$ cat src/rtl/idct4_stream_ctrl.sv
// Input sequencer and output tracker for the 4-point 2D IDCT core: launches 4-row
// blocks phase-aligned to the core rotation counter and tags core output rows.
module idct4_stream_ctrl #(
    parameter int DW      = 25,
    parameter int LATENCY = 12,
    parameter int CNT_W   = 16
) (
    input  logic              clk,
    input  logic              reset,
    input  logic              in_valid_i,
    output logic              in_ready_o,
    input  logic [4*DW-1:0]   in_data_i,
    input  logic              flush_i,
    input  logic              err_clr_i,
    output logic [4*DW-1:0]   core_din_o,
    output logic [1:0]        core_phase_o,
    output logic              out_valid_o,
    output logic [1:0]        out_row_o,
    output logic              out_block_last_o,
    output logic              busy_o,
    output logic              underrun_err_o,
    output logic [CNT_W-1:0]  block_cnt_o
);

    typedef enum logic {IDLE, RUN} state_t;

    typedef struct packed {
        logic       valid;
        logic [1:0] row;
        logic       last;
    } trk_t;

    state_t              state_q;
    logic [1:0]          phase_q;
    logic [1:0]          row_idx_q;
    logic [4*DW-1:0]     din_q;
    trk_t [LATENCY:0]    trk_q;
    logic                err_q;
    logic [CNT_W-1:0]    cnt_q;

    logic                accept;
    logic                underrun;
    trk_t                trk_d;
    trk_t                trk_out;

    // A block may only start at phase 3 so its row 0 hits the core at phase 0.
    assign in_ready_o = !flush_i && ((state_q == RUN) || (phase_q == 2'd3));
    assign accept     = in_valid_i && in_ready_o;
    assign underrun   = (state_q == RUN) && !flush_i && !in_valid_i;
    assign trk_out    = trk_q[LATENCY];

    always_comb begin
        trk_d = '0;
        if (!flush_i) begin
            if (state_q == RUN) begin
                trk_d.valid = 1'b1;
                trk_d.row   = row_idx_q;
                trk_d.last  = (row_idx_q == 2'd3);
            end else if (accept) begin
                trk_d.valid = 1'b1;
            end
        end
    end

    always_comb begin
        busy_o = (state_q == RUN);
        for (int i = 0; i <= LATENCY; i++)
            busy_o = busy_o | trk_q[i].valid;
    end

    always_ff @(posedge clk or posedge reset) begin
        if (reset) begin
            state_q   <= IDLE;
            phase_q   <= 2'd0;
            row_idx_q <= 2'd0;
            din_q     <= '0;
            trk_q     <= '0;
            err_q     <= 1'b0;
            cnt_q     <= '0;
        end else begin
            phase_q <= phase_q + 2'd1;
            // Missing RUN rows and bubbles both fall through to a zero row here.
            din_q   <= accept ? in_data_i : '0;

            trk_q[0] <= trk_d;
            for (int i = 1; i <= LATENCY; i++)
                trk_q[i] <= trk_q[i-1];
            if (flush_i)
                trk_q <= '0;

            if (flush_i) begin
                state_q   <= IDLE;
                row_idx_q <= 2'd0;
            end else begin
                case (state_q)
                    IDLE: if (accept) begin
                        state_q   <= RUN;
                        row_idx_q <= 2'd1;
                    end
                    RUN: begin
                        row_idx_q <= row_idx_q + 2'd1;
                        if (row_idx_q == 2'd3)
                            state_q <= IDLE;
                    end
                    default: state_q <= IDLE;
                endcase
            end

            if (underrun)
                err_q <= 1'b1;
            else if (err_clr_i)
                err_q <= 1'b0;

            if (trk_out.valid && trk_out.last)
                cnt_q <= cnt_q + 1'b1;
        end
    end

    assign core_din_o       = din_q;
    assign core_phase_o     = phase_q;
    assign out_valid_o      = trk_out.valid;
    assign out_row_o        = trk_out.row;
    assign out_block_last_o = trk_out.valid && trk_out.last;
    assign underrun_err_o   = err_q;
    assign block_cnt_o      = cnt_q;

endmodule
$ cat config.mk
export PLATFORM = sky130hd
export DESIGN_NAME = idct4_stream_ctrl
export DESIGN_NICKNAME = d
export VERILOG_FILES = /design/src/rtl/idct4_stream_ctrl.sv
export SDC_FILE = /design/constraint.sdc
export NUM_CORES = 1
export LEC_CHECK = 0
export ABC_CLOCK_PERIOD_IN_PS = 6900
export CAP_MARGIN = 30
export CORE_UTILIZATION = 43
export DETAILED_ROUTE_END_ITERATION = 10
export HOLD_SLACK_MARGIN = 0.12
export PLACE_DENSITY = 0.89
export REMOVE_ABC_BUFFERS = 1
export SLEW_MARGIN = 30
export SYNTH_ARGS = -nofsm -noshare
export SYNTH_HDL_FRONTEND = slang
export SYNTH_SLANG_ARGS = --single-unit
$ cat constraint.sdc
create_clock -name clk -period 6.9 [get_ports clk]
set_input_delay 1.38 -clock clk [delete_from_list [all_inputs] [get_ports clk]]
set_output_delay 1.38 -clock clk [all_outputs]
set_load 0.02 [all_outputs]
Word level (Yosys, flattened, before mapping)

Index checks and enable logic that the tools add are counted.

Register bits: 174
Bits of input ports: 105
Output and inout bits: 125

Add/subtract/negate cells: 3
Equal/unequal tests: 3
Mux-type cells: 13
Bitwise gates (word level): 14
Reduce and logical (&&, ||, !) cells: 9

Operators by type and width:

| cell                                                             | count |
|---|---|
| 100-bit 2-to-1 mux                                               | 1 |
| 52-bit 2-to-1 mux                                                | 1 |
| 16-bit by 1-bit adder with 16-bit output (second input constant) | 1 |
| 1-bit OR                                                         | 13 |
| 1-bit 2-to-1 mux                                                 | 6 |
| 1-bit logical AND                                                | 5 |
| 2-bit by 1-bit adder with 2-bit output (second input constant)   | 2 |
| 2-bit == test (second input constant)                            | 2 |
| 2-bit 2-to-1 mux                                                 | 2 |
| 2-bit one-hot mux with 2 select lines                            | 1 |
| 3-bit 2-to-1 mux                                                 | 1 |
| 3-bit inequality test (second input constant)                    | 1 |
| 1-bit zero test                                                  | 2 |
| 1-bit one-hot mux with 2 select lines                            | 1 |
| 2-bit nonzero test                                               | 1 |
| 1-bit logical OR                                                 | 1 |
| 1-bit inverter                                                   | 1 |

Depth between registers and ports, before layout

Gate-level depths: netlist of run 1.

Depth after elaboration: 13
Gate-level depth with buffers: 5

Worst setup path after synthesis of run 1

OpenSTA, ideal clock, no wires.

Path type: in2out
From: input port flush_i
To: output port in_ready_o
Data arrival time: 1.936 ns
Slack: 3.584 ns
Stages on the path: 2
Cell sequence: o21ba_2 -> clkbuf_1

Cells in the longest elaborated chain, start to end: 2

Ends and longest elaborated chain:

| item              | line | source |
|---|---|---|
| from (decl)       | 13   | `input logic flush_i,` |
| 1-bit zero test   | n/a  |  |
| 1-bit logical AND | 47   | `assign in_ready_o = !flush_i && ((state_q == RUN) \|\| (phase_q == 2'd3));` |
| to (decl)         | 11   | `output logic in_ready_o,` |

Every way passes these cells.

Worst setup path in the final report of run 1

Ends and elaborated chain as after synthesis.

==> metrics.md, run 1 <==
| Metric | Value |
|---|---|
| Diodes inserted | `0` |
| Critical R2R Capture | `row_idx_q[1]$_DFFE_PP0P_` |
| Worst-Margin Slew | `roughly 0.85 ns` |
| Number of post-CTS setup repair buffers | `0` |
| First-pass GRT wire length | `23.4 mm` |
| Peak Freq | `between 200 and 250 MHz` |
| Synthesized instance count | `about 420` |
| Outcome | `completed` |
| Total negative slack | `0 ns` |
| Post-layout nets | `around 750` |
| Power per cell area | `approximately 250 nW/µm²` |
| CORE AREA | `13300 µm²` |
| Clk sinks | `around 170` |
| Via Count | `4104` |
| Die footprint | `between 10000 and 15000 µm²` |
| Area Overhead vs Synth | `51.7%` |
| Data arrival, critical path | `2.88 ns` |
| CP Max Fanout | `52` |
| Final setup viols | `0` |
| Leading cell type in the layout, fill and taps excluded | `clkdlybuf4s50_1` |
| Post-synth EDFFs | `0` |
| Critical Path Start | `flush_i` |
| Worst VDD drop | `0.207 mV` |
| Max_cap viols | `0` |
| CP Launch Type | `input port` |
| RSZ-0062 raised after global routing | `no` |
| GRT overflow | `0` |
| Post-CTS Hold Fix Bufs | `0` |
| Post-Layout Cell Count | `~830` |
| Tmin final | `approximately 4.3 ns` |
| Worst setup path endpoint | `in_ready_o` |
| Antenna Violating Nets Remaining | `0` |
| Reg clk slew, reported paths | `0.06 ns` |
| Clk_skew | `around 0.0040 ns` |
| Layout cells sized above 1 | `0.0653` |
| Crit-path slowest cell | `buf_2` |
| Largest net degree at the start of global routing | `approximately 110` |
| Starting Density | `0.442` |
| Antenna violations before repair | `0` |
| Port Buffers | `229` |
| R2r setup slk | `slightly below 5 ns` |
| Post-synth top flop | `dfrtp_1` |
| Die X | `around 120 µm` |
| CTS buffer count | `17` |
| Clock Tree Buf Depth | `2` |
| Critical path type | `in -> out` |
| Drt drc | `0` |
| DR iter-0 viols | `301` |
| Drt total wl | `roughly 15 mm` |
| Clk Latency, worst-skew pair | `between 0.4 and 0.5 ns` |
| Ports | `230` |
| CTS tree | `built` |
| Wire per inst | `17.9 µm` |
| Fin crit share | `0.618` |
| Worst Reg-to-Reg Cells | `6` |
| YS warnings | `0` |
| Drt via density | `just under 5` |
| Critical Path RT | `between 5 and 6 ns` |
| H-tree depth | `4` |
| Chip Height | `119 µm` |
| Post-synth ARST share | `1.00` |
| Total global routing track utilization | `0.223` |
| PostCTS Resize Cnt | `0` |
| Count of pins over their slew limit | `0` |
| Worst reg2reg path startpoint | `core_phase_o[0]$_DFF_PP0_` |
| Post-detail-place hpwl | `9.60 mm` |
| Leak | `about 4.5 nW` |
| Worst min path class | `reg -> reg` |
| Critical path, cell by cell | `buf_2, o21ba_2, clkdlybuf4s50_1` |
| Critical Path Max Stage Delay | `0.64 ns` |
| Rel. slew slack | `0.436` |
| Number of core rows | `between 40 and 50` |
| Final-report hold violation count | `0` |
| Placed insts | `802` |
| Router iterations before antenna repair | `4` |
| Synth Cell Area | `5870 µm²` |
| Sequential share of the synthesized area | `0.742` |
| CTS root buffer | `clkbuf_16` |
| GPL Wtd Cong | `around 0.76` |
| Vias in the first global route | `4461` |
| Most frequent cells in the layout | `227 x clkdlybuf4s50_1, 174 x dfrtp_1, 100 x and3_1, 48 x nor2b_1, 17 x clkbuf_16` |
| Mean Syn Cell Area | `approximately 14 µm²` |
| CP Capture Type | `output pin` |
| Unique masters post-synth | `31` |
| #FFs+latches synth | `around 170` |
## routing by layer
| layer | global-route usage | part of all wire |
|---|---|---|
| met2 | 0.387 | 0.52 |
| met4 | 0.0886 | 0.018 |
| met1 | 0.249 | 0.38 |
| met5 | 0 | 0 |
| met3 | 0.0785 | 0.073 |
## worst max-delay path: cells and delay by family
family	cells	cell delay, ns
buffers and inverters	2	1.21
AO/OA/AOI/OAI	1	0.27
## layout make-up
cell class	count	area, µm²
multi-input combinational	216	1380
inverter	4	22.5
clock buffer	17	425
clock inverter	15	195
tap	176	220
timing repair buffer	232	2300
sequential	174	4350
fill	913	4390
## sequential cells by signal, summed over array words and instances (netlist names)
register and flops:
row_idx_q 2, core_phase_o 2, underrun_err_o 1, out_valid_o 1, trk_out 1, state_q 1, block_cnt_o 16, core_din_o 100
trk_q 48, out_row_o 2
## worst min-delay path by stage
| stage | to | depth (start not counted) | from |
|---|---|---|---|
| detailed placement | out_row_o[0]$_DFF_PP0_ | 1 | trk_q[45]$_DFF_PP0_ |
| global route | out_row_o[1]$_DFF_PP0_ | 1 | trk_q[46]$_DFF_PP0_ |
| floorplan | out_row_o[0]$_DFF_PP0_ | 1 | trk_q[45]$_DFF_PP0_ |
| CTS | out_row_o[0]$_DFF_PP0_ | 1 | trk_q[45]$_DFF_PP0_ |
| global placement | core_phase_o[0]$_DFF_PP0_ | 1 | core_phase_o[0]$_DFF_PP0_ |
| finish | out_row_o[0]$_DFF_PP0_ | 1 | trk_q[45]$_DFF_PP0_ |
## cell usage after synthesis (all sizes together), types with 4 or more instances
cell type | n | area [µm²]
nor3 | 4 | 25.0
dfrtp | 174 | 4350
nor2 | 6 | 22.5
xnor2 | 9 | 78.8
and2 | 6 | 40.0
nand3 | 5 | 25.0
clkbuf | 26 | 97.6
nand4 | 4 | 25.0
nor2b | 48 | 300
inv | 4 | 15.0
and3 | 100 | 626
xor2 | 6 | 52.6
nand2 | 9 | 33.8
## kinds of logic after synthesis
logic type	Yosys count	share of synthesized area
fa+ha+maj	3	0.00639
xor+xnor	15	0.0224
compound gates	5	0.00597
buf+inv	33	0.0226
simple gates	192	0.199
mux	1	0.00192
flops	174	0.742
## through the flow
stage               setup WS (ns)  power (W)  cell area [µm²]  hold slack [ns]  utilization
floorplan                   0.803    0.00111             5750            0.439            -
global placement             2.65    0.00122             8280            0.444        0.623
detailed placement           2.62    0.00122             8280            0.447        0.623
CTS                          2.62    0.00222             8900            0.460        0.670
global route                 2.52    0.00227             8910            0.492        0.670
finish                       2.64    0.00220             8910            0.458        0.670
## report_power, final
part	internal (W)	switching, W
clock	0.000604	0.000394
combinational	0.0000845	0.0000761
sequential	0.00104	0.00000701
Power figures use the tool's default switching activity.
==> run 2, diff against run 1 <==
--- a/config.mk
+++ b/config.mk
@@ -5,7 +5,7 @@
 export SDC_FILE = /design/constraint.sdc
 export NUM_CORES = 1
 export LEC_CHECK = 0
-export ABC_CLOCK_PERIOD_IN_PS = 6900
+export ABC_CLOCK_PERIOD_IN_PS = 4100
 export CAP_MARGIN = 30
 export CORE_UTILIZATION = 43
 export DETAILED_ROUTE_END_ITERATION = 10
==> constraint.sdc (replaced) <==
create_clock -name clk -period 4.1 [get_ports clk]
set_input_delay 0.82 -clock clk [delete_from_list [all_inputs] [get_ports clk]]
set_output_delay 0.82 -clock clk [all_outputs]
set_load 0.02 [all_outputs]
==> run 2 against run 1 <==
Effect of this change: critical path type is now reg -> out; critical path depth did not move; first-iteration DRC count is 17% lower; register-to-register slack worse by 2.9 ns; sequential share of layout area is 0.24 points higher; utilization down 0.33 points; wire length is 4.7% lower.
==> metrics.md, run 2 (same netlist as run 1, synthesis figures left out) <==
| Metric | Value |
|---|---|
| Outcome | `completed` |
| Antenna Violating Nets Remaining | `0 (unchanged)` |
| Post-route total power | `0.00351 W (+60%)` |
| CORE AREA | `13300 µm² (unchanged)` |
| Wire per inst | `17.0 µm (-4.9%)` |
| Leading cell type in the layout, fill and taps excluded | `clkdlybuf4s50_1` |
| Max_cap viols | `0 (unchanged)` |
| Worst-Margin Slew | `0.847 ns (+0.00137 ns)` |
| Die X | `119 µm (unchanged)` |
| CTS buffer count | `17 (unchanged)` |
| Diodes inserted | `0 (unchanged)` |
| Vias in the first global route | `4260 (-4.5%)` |
| Tmin final | `between 2 and 3 ns` |
| Peak Freq | `371 MHz` |
| Post-layout nets | `756 (+0.40%)` |
| Logic gate share of total power | `0.078 (+0.005)` |
| Clk_skew | `0.00831 ns (+0.00428 ns)` |
| CTS root buffer | `clkbuf_16` |
| Total negative slack | `0 ns (unchanged)` |
| Worst VDD drop | `0.353 mV (+70%)` |
| Data arrival, critical path | `1.88 ns (-1.00 ns)` |
| CP Capture Type | `output pin` |
| Leak | `4.46 nW (about the same)` |
| PostCTS Resize Cnt | `0 (unchanged)` |
| Ports | `230 (unchanged)` |
| Design area | `8860 µm² (-0.49%)` |
| Post-CTS Hold Fix Bufs | `0 (unchanged)` |
| Worst min path class | `reg -> reg` |
| Reg clk slew, reported paths | `0.06 ns (about the same)` |
| Clock Tree Buf Depth | `2 (unchanged)` |
| Area Overhead vs Synth | `51.0%` |
| Router iterations before antenna repair | `4 (unchanged)` |
| CP Launch Type | `flip-flop` |
| Number of core rows | `42 (unchanged)` |
| RSZ-0062 raised after global routing | `no` |
| H-tree depth | `4 (unchanged)` |
| Post-detail-place hpwl | `9.54 mm (-0.64%)` |
| Drt drc | `0 (unchanged)` |
| DR iter-0 viols | `250 (-17%)` |
| Sw power | `0.000751 W (+57%)` |
| Number of post-CTS setup repair buffers | `0 (unchanged)` |
| Count of pins over their slew limit | `0 (unchanged)` |
| Largest register FFs | `100 (unchanged)` |
| Worst hold margin | `0.453 ns (-0.00482 ns)` |
| GRT overflow | `0 (unchanged)` |
| Drt via density | `4.77 (-3.0%)` |
| Placed insts | `805 (+0.37%)` |
| Sequential power share | `0.499 (+0.026)` |
| Drt total wl | `14.2 mm (-4.7%)` |
| CP Max Fanout | `8 (-85%)` |
| Port Buffers | `229 (unchanged)` |
| Fill cell instance count of the final layout | `917 (+0.44%)` |
| First-pass GRT wire length | `22.5 mm (-4.1%)` |
| Critical path type | `reg -> out` |
| Clk Latency, worst-skew pair | `0.42 ns (about the same)` |
| Power per cell area | `397 nW/µm² (+60%)` |
| CTS tree | `built` |
| Total global routing track utilization | `0.214 (-0.00900)` |
| Internal Power | `0.00276 W (+60%)` |
| Layout cells sized above 1 | `0.0621 (-0.00323)` |
| Most frequent cells in the layout | `227 x clkdlybuf4s50_1, 174 x dfrtp_1, 100 x and3_1, 48 x nor2b_1, 17 x clkbuf_16` |
| Antenna violations before repair | `1 (+1)` |
| Critical Path RT | `3.28 ns (-2.24 ns)` |
| Via Count | `3989 (-2.8%)` |
| Dpl cell area | `8320 µm² (+0.42%)` |
| Die footprint | `14100 µm² (unchanged)` |
| Final setup viols | `0 (unchanged)` |
| Clk sinks | `174 (unchanged)` |
| GPL Wtd Cong | `0.780 (+2.1%)` |
| Clock power frac | `0.423 (-0.031)` |
| Starting Density | `0.442 (unchanged)` |
| Final-report hold violation count | `0 (unchanged)` |
| Rel. slew slack | `0.435 (-0.000910)` |
| Post-Layout Cell Count | `836 (+0.24%)` |
| Switching Share | `0.214 (-0.00304)` |
| Chip Height | `119 µm (unchanged)` |
| Largest net degree at the start of global routing | `102 (-8.9%)` |
| Fin crit share | `0.658` |
run 2: cell count changes in the layout (fill, tap and decap cells not counted):
cell / before / now
clkbuf_8: 0 / 3
clkinv_2: 4 / 5
buf_12: 0 / 1
bufinv_16: 4 / 1
clkinvlp_4: 5 / 1
clkbuf_1: 0 / 4
buf_4: 3 / 5
clkinv_4: 1 / 0
inv_8: 1 / 0
run 2: critical path, cell delays in order (launching register included):
cell and delay (ns):
dfrtp_1 0.46, nor4_1 0.31, nand4_1 0.14, clkdlybuf4s50_1 0.55
run 2: metal layers:
layer,track usage,wire length [µm],vias to the layer above
met2,0.354,7100,165
met1,0.246,5690,1947
met3,0.0829,1100,29
met5,0,13,-
li1,-,-,1846
met4,0.0926,312,2
run 2: power by group through the flow:
stage	Combinational, W	Sequential (W)	Clock [W]
3_5_place_dp	0.000275	0.00178	0
4_1_cts	0.000277	0.00175	0.00153
5_1_grt	0.000295	0.00176	0.00159
6_report	0.000273	0.00175	0.00149
3_3_place_gp	0.000267	0.00178	0
2_1_floorplan	0.0000569	0.00181	0
run 2: final cells by class:
type / instances / area [µm²] / area share
clock buffers: 24 / 482 / 0.0544
clock inverters: 7 / 62.6 / 0.00706
inverters: 4 / 20.0 / 0.00226
multi-input cells: 216 / 1380 / 0.156
flip-flops and latches: 174 / 4350 / 0.491
well taps: 176 / 220 / 0.0248
repair buffers: 235 / 2340 / 0.264
run 2: through the flow:
stage          setup slack (ns)   util
2_1_floorplan             -1.44      -
3_3_place_gp               1.44  0.626
3_5_place_dp               1.44  0.626
4_1_cts                    1.36  0.667
5_1_grt                    1.23  0.667
6_report                   1.40  0.667
run 2: path summary, 6_finish.rpt:
path / from / endpoint / slack, ns / cells after the start
setup / recovery: state_q$_DFF_PP0_ / busy_o / 1.40 / 3
hold / removal: core_phase_o[0]$_DFF_PP0_ / core_phase_o[0]$_DFF_PP0_ / 0.45 / 1
setup reg to reg: core_phase_o[0]$_DFF_PP0_ / row_idx_q[1]$_DFFE_PP0P_ / 1.99 / 6
hold reg to reg: core_phase_o[0]$_DFF_PP0_ / core_phase_o[0]$_DFF_PP0_ / 0.45 / 1
max in group asynchronous: reset / core_din_o[20]$_DFF_PP0_ / 2.40 / 3
min in group asynchronous: reset / core_din_o[94]$_DFF_PP0_ / 0.91 / 2
